===== src/rtl/itch_serializer.sv =====
// Serialises one decoded ITCH order message into a 19-byte length-prefixed frame.
// Optional PRICE_FILTER_EN: drop messages priced below PRICE_THRESHOLD.
module itch_serializer #(
  parameter logic [15:0] LEN_FIELD       = 16'd17,
  parameter logic [3:0]  INTER_FRAME_GAP = 4'd0,
  parameter logic [31:0] PRICE_THRESHOLD = 32'd100000
) (
  input  logic        clk,
  input  logic        rst_n,
  input  logic        msg_valid,
  output logic        msg_ready,
  input  logic [7:0]  msg_type,
  input  logic [63:0] order_id,
  input  logic [31:0] price,
  input  logic [31:0] size,
  output logic [7:0]  out_byte,
  output logic        out_valid,
  input  logic        out_ready,
  output logic        out_last,
  output logic [15:0] frames_sent,
  output logic [15:0] dropped_count
);

  // state  | meaning
  // IDLE   | waiting for a message, msg_ready high
  // LEN_HI | sending LEN_FIELD[15:8]
  // LEN_LO | sending LEN_FIELD[7:0]
  // TYPE   | sending the message type byte
  // PAYLD  | sending order_id, price, size MSB first (idx 0..15)
  // GAP    | forced idle cycles before the next message
  typedef enum logic [2:0] {IDLE, LEN_HI, LEN_LO, TYPE, PAYLD, GAP} state_t;

  state_t        state, state_nx;
  logic [7:0]    type_q;
  logic [127:0]  payld_q;
  logic [127:0]  payld_sh;
  logic [3:0]    idx;
  logic [3:0]    gap_cnt;
  logic          accept, xfer, drop, last_xfer;

  assign accept    = msg_valid && msg_ready;
  assign xfer      = out_valid && out_ready;
  assign last_xfer = xfer && (state == PAYLD) && (idx == 4'd15);

`ifdef PRICE_FILTER_EN
  assign drop = price < PRICE_THRESHOLD;
`else
  assign drop = 1'b0;
`endif

  always_ff @(posedge clk or negedge rst_n) begin
    if (!rst_n) state <= IDLE;
    else        state <= state_nx;
  end

  always_comb begin
    state_nx = state;
    case (state)
      IDLE:    if (accept && !drop) state_nx = LEN_HI;
      LEN_HI:  if (xfer) state_nx = LEN_LO;
      LEN_LO:  if (xfer) state_nx = TYPE;
      TYPE:    if (xfer) state_nx = PAYLD;
      PAYLD:   if (last_xfer) state_nx = (INTER_FRAME_GAP != 4'd0) ? GAP : IDLE;
      GAP:     if (gap_cnt == 4'd0) state_nx = IDLE;
      default: state_nx = IDLE;
    endcase
  end

  // msg_ready is gated by rst_n so it reads 0 while reset is held
  always_comb begin
    msg_ready = 1'b0;
    out_valid = 1'b0;
    out_last  = 1'b0;
    out_byte  = 8'h00;
    payld_sh  = payld_q << {idx, 3'b000};
    case (state)
      IDLE:   msg_ready = rst_n;
      LEN_HI: begin out_valid = 1'b1; out_byte = LEN_FIELD[15:8]; end
      LEN_LO: begin out_valid = 1'b1; out_byte = LEN_FIELD[7:0];  end
      TYPE:   begin out_valid = 1'b1; out_byte = type_q;          end
      PAYLD: begin
        out_valid = 1'b1;
        out_byte  = payld_sh[127:120];
        out_last  = (idx == 4'd15);
      end
      default: ;
    endcase
  end

  always_ff @(posedge clk or negedge rst_n) begin
    if (!rst_n) begin
      type_q  <= 8'h00;
      payld_q <= '0;
      idx     <= 4'd0;
      gap_cnt <= 4'd0;
    end else begin
      if (accept && !drop) begin
        type_q  <= msg_type;
        payld_q <= {order_id, price, size};
      end
      if (state == TYPE && xfer)       idx <= 4'd0;
      else if (state == PAYLD && xfer) idx <= idx + 4'd1;
      if (last_xfer)                   gap_cnt <= INTER_FRAME_GAP - 4'd1;
      else if (state == GAP)           gap_cnt <= gap_cnt - 4'd1;
    end
  end

  always_ff @(posedge clk or negedge rst_n) begin
    if (!rst_n) begin
      frames_sent   <= 16'd0;
      dropped_count <= 16'd0;
    end else begin
      if (last_xfer)       frames_sent   <= frames_sent + 16'd1;
      if (accept && drop)  dropped_count <= dropped_count + 16'd1;
    end
  end

endmodule


===== config.mk =====
export PLATFORM = sky130hd
export DESIGN_NAME = itch_serializer
export DESIGN_NICKNAME = d
export VERILOG_FILES = /design/src/rtl/itch_serializer.sv
export SDC_FILE = /design/constraint.sdc
export NUM_CORES = 1
export LEC_CHECK = 0
export CAP_MARGIN = 15
export CORE_ASPECT_RATIO = 1.1
export CORE_MARGIN = 5
export CORE_UTILIZATION = 50
export DETAILED_ROUTE_END_ITERATION = 6
export PLACE_DENSITY = 0.87
export SETUP_SLACK_MARGIN = 0.1
export SKIP_LAST_GASP = 1
export SLEW_MARGIN = 20
export SYNTH_ARGS = -nofsm -noshare
export SYNTH_HDL_FRONTEND = slang
export SYNTH_SLANG_ARGS = --single-unit

===== constraint.sdc =====
create_clock -name clk -period 2.1 [get_ports clk]
set_input_delay 0.21 -clock clk [delete_from_list [all_inputs] [get_ports clk]]
set_output_delay 0.21 -clock clk [all_outputs]
set_load 0.02 [all_outputs]

## Word-level counts from Yosys, hierarchy flattened

Cells that the tools add are included.

- Bits in registers: 163

- Add/subtract/negate cells: 3
- Equality and inequality tests: 12
- Shifts and indexed selects: 1
- Multiplexer cells: 15
- Reductions and logical operators: 11

Operator list:

| cell | number |
|---|---|
| $shl 128x7->128 | 1 |
| $pmux 8 s3 | 1 |
| $mux 3 | 6 |
| $pmux 3 s6 | 1 |
| $add 16x1->16 const B | 1 |
| $mux 4 | 4 |
| $ne 2x2->1 const B | 6 |
| $eq 3x2->1 const B | 2 |
| $eq 3x3->1 const B | 2 |
| $reduce_and 6->1 | 1 |
| $logic_and 1x1->1 | 5 |
| $add 4x1->4 const B | 1 |
| $eq 4x4->1 const B | 1 |
| $logic_not 4->1 | 1 |
| $reduce_bool 2->1 | 2 |
| $reduce_or 4->1 | 1 |
| $sub 4x1->4 const B | 1 |
| $eq 3x1->1 const B | 1 |
| $logic_not 3->1 | 1 |
| $mux 1 | 3 |

## Depth between registers and ports, before layout

- Word-level depth: 8
- Gate-level depth with buffers: 7
- Depth with buffers taken out: 5

## Least setup slack after synthesis

Ideal clock, no wire load.

- Kind: reg-to-output
- Start: reg idx[1]
- End: out out_byte[2]
- Arrival: 1.659 ns
- Slack: 0.231 ns
- Stages on the path, launching flop included: 8
- Buffers on the path: 3
- Cell sequence: dfrtp_1 > buf_6 > buf_6 > buf_2 > mux4_2 > mux2i_1 > nor2_1 > a211o_1

- Longest elaborated chain between the ends: 2

RTL lines:

| what | RTL line | source |
|---|---|---|
| start: declaration | 37 | `logic [3:0] idx;` |
| start signal: assignment | 102 | `else if (state == PAYLD && xfer) idx <= idx + 4'd1;` |
| $shl 128x7->128 | 75 | `payld_sh = payld_q << {idx, 3'b000};` |
| $pmux 8 s3 | 76 | `case (state)` |
| end: declaration | 16 | `output logic [7:0] out_byte,` |

No other way between the ends.

## Final worst setup path

- Start: reg idx[0]
- End: out out_byte[1]

The elaborated chain is that of the path after synthesis.

==> flow_summary.json <==
{
  "outcome": "finished, violations left",
  "violations": "setup timing",
  "wirelength_um": 24300,
  "design_area_sq_um": 11700,
  "ir_worst_vdd_mv": 0.722,
  "dieArea_sq_um": 17900,
  "numCtsBuffers": 17,
  "syn_inst": 549,
  "switching_share": 0.303,
  "min_path_type": "in2async",
  "p_leak_nw": 5.02,
  "nets": 923,
  "synth_edf_count": 0,
  "row_count": 47,
  "cts_buffer_depth": 2,
  "cts_tree": "built",
  "grt_max_degree": 84,
  "place_congestion": 0.806,
  "clk_latency_ns": 0.42,
  "combPwrFrac": 0.414,
  "powerDensity_nw_per_um2": 1270,
  "layoutNonFillerInstCount": 988,
  "layout-drive-gt1-share": 0.390,
  "grt_pass1_wl_um": 30200,
  "intPower_mw": 10.3,
  "coreArea_sq_um": 15100,
  "drv_slew": 0,
  "yosysSeqAreaShare": 0.531,
  "clock_sinks": 163,
  "p_sw_mw": 4.47,
  "setup_viol": 37,
  "async_reset_ff_frac": 1.00,
  "final_antenna_net_count": 0,
  "start_util": 0.510,
  "post-place-ws_ns": -0.302,
  "crit_required_ns": 1.89,
  "slew_headroom": 0.383,
  "h-tree-depth": 4,
  "yosysUniqueCellTypes": 45,
  "crit_arrival_ns": 2.34,
  "ys.flop_type": "dfrtp_1",
  "overflow": 0,
  "crit_type": "reg2out",
  "clock-skew-final_ns": 0.00644,
  "clk_pin_slew_ns": 0.06,
  "clockPowerShare": 0.208,
  "synth_seq_cells": 163,
  "io_buffers": 166,
  "drcViolationCount": 0,
  "synth_area_sq_um": 7680,
  "hpwl_um": 13600,
  "min_period_over_period": 1.21,
  "worst_slew_pin_slew_ns": 0.926,
  "post-route-util": 0.774,
  "syn_avg_cell_area_sq_um": 14.0,
  "via_per_inst": 5.79,
  "die_h_um": 140,
  "vias": 5718,
  "grt_pass1_vias": 5670,
  "fin_setup_tns_ns": -4.17,
  "cp-end-kind": "primary output",
  "die_x_um": 128,
  "fin_ws_ns": -0.447,
  "grt_usage": 0.218,
  "dp.cells": 915,
  "seqPwrFrac": 0.378,
  "fmax_ghz": 0.393,
  "layout_commonest_cell": "dfrtp_1",
  "postPlaceCellArea_sq_um": 9690,
  "yosys_warnings": 0,
  "cp-start-kind": "register",
  "final_cell_mix": "dfrtp_1, clkdlybuf4s50_1, mux2_4",
  "whs_ns": 0.152,
  "antenna_cells": 0,
  "routedWlPerCell_um": 24.6,
  "rsz0062_at_grt": "true",
  "drv_cap": 0,
  "drtIter0Drc": 379,
  "top_level_ports": 183,
  "area_growth_syn_to_layout_pct": 51.7,
  "antenna_found_initial": 1,
  "critPathMaxFanout": 5,
  "first_pass_iters": 4,
  "hold_viol_final": 0,
  "total_power_mw": 14.8,
  "clock-root-buffer": "clkbuf_16",
  "final.min_clock_period_ns": 2.55
}
-- final cells by class --
type	instances	area, sq um
fillers	817	3400
repair buffers	245	2820
clock inverters	8	104
flip-flops and latches	163	4080
clock buffers	23	458
well taps	196	245
inverters	4	15.0
multi-input cells	349	3940
-- state kept, by name, summed over array words and instances (netlist names) --
register     cells
type_q           8
payld_q        128
state            3
frames_sent     16
gap_cnt          4
idx              4
-- path summary, 6_finish.rpt --
kind,slack (ns),depth (start not counted),end,start
min,0.15,2,gap_cnt[2],rst_n
max,-0.45,7,out_byte[1],idx[0]
min reg2reg,0.47,1,frames_sent[15],frames_sent[15]
max in group asynchronous,0.78,3,idx[1],rst_n
max reg2reg,-0.09,7,payld_q[93],state[2]
min in group clk,0.39,2,payld_q[106],order_id[42]
-- worst max-delay path, stage by stage (launching register included) --
cell and delay, ns:
dfrtp_2 0.48, buf_6 0.14, buf_16 0.11, mux4_2 0.51
mux2i_1 0.20, nor2_1 0.07, a211o_1 0.26, buf_6 0.14
-- cells in the mapped netlist, types with 4 or more instances --
library cell / instances / area (sq um)
mux2_2: 141 / 1590
nor3_1: 4 / 20.0
mux2i_1: 13 / 130
inv_1: 4 / 15.0
buf_6: 5 / 56.3
nor2b_1: 7 / 43.8
a21oi_1: 7 / 35.0
nand3_1: 12 / 60.1
a211o_1: 6 / 52.6
nand4_1: 5 / 31.3
mux4_2: 26 / 586
nor2_1: 26 / 97.6
buf_2: 20 / 100
nand2_1: 22 / 82.6
buf_4: 20 / 150
nor4_1: 4 / 25.0
xor2_1: 4 / 35.0
dfrtp_1: 163 / 4080
o22ai_1: 5 / 31.3
xnor2_1: 16 / 140
-- power by group through the flow --
stage               clock network [mW]  registers [mW]  logic, mW
detailed placement                   0            5.40       4.14
global route                      3.21            5.69       6.39
CTS                               3.05            5.37       4.34
floorplan                            0            5.04       3.05
global placement                     0            5.30       3.98
finish                            3.06            5.58       6.11
-- cell families after synthesis --
group,Yosys count,share of synthesized area
muxes,181,0.301
DFF,163,0.531
and+or+nand+nor,98,0.0660
buffers and inverters,52,0.0448
AOI/OAI and AO/OA,31,0.0288
xor gates and xnor gates,20,0.0228
adders and majority gates,3,0.00489
other,1,0.000488
-- repair_timing --
item	CTS	global route
hold buffers	1	0
resized for setup	72	174
pin swaps	7	8
cloned	3	20
endpoints found under the hold margin	8	0
setup buffers	5	13
setup endpoints to repair	24	158
-- per-layer routing --
layer / share of wire / global-route usage
met1: 0.38 / 0.272
met2: 0.53 / 0.370
met3: 0.064 / 0.0556
met4: 0.029 / 0.0715
met5: 0.00045 / 0
Power figures use the tool's default switching activity.
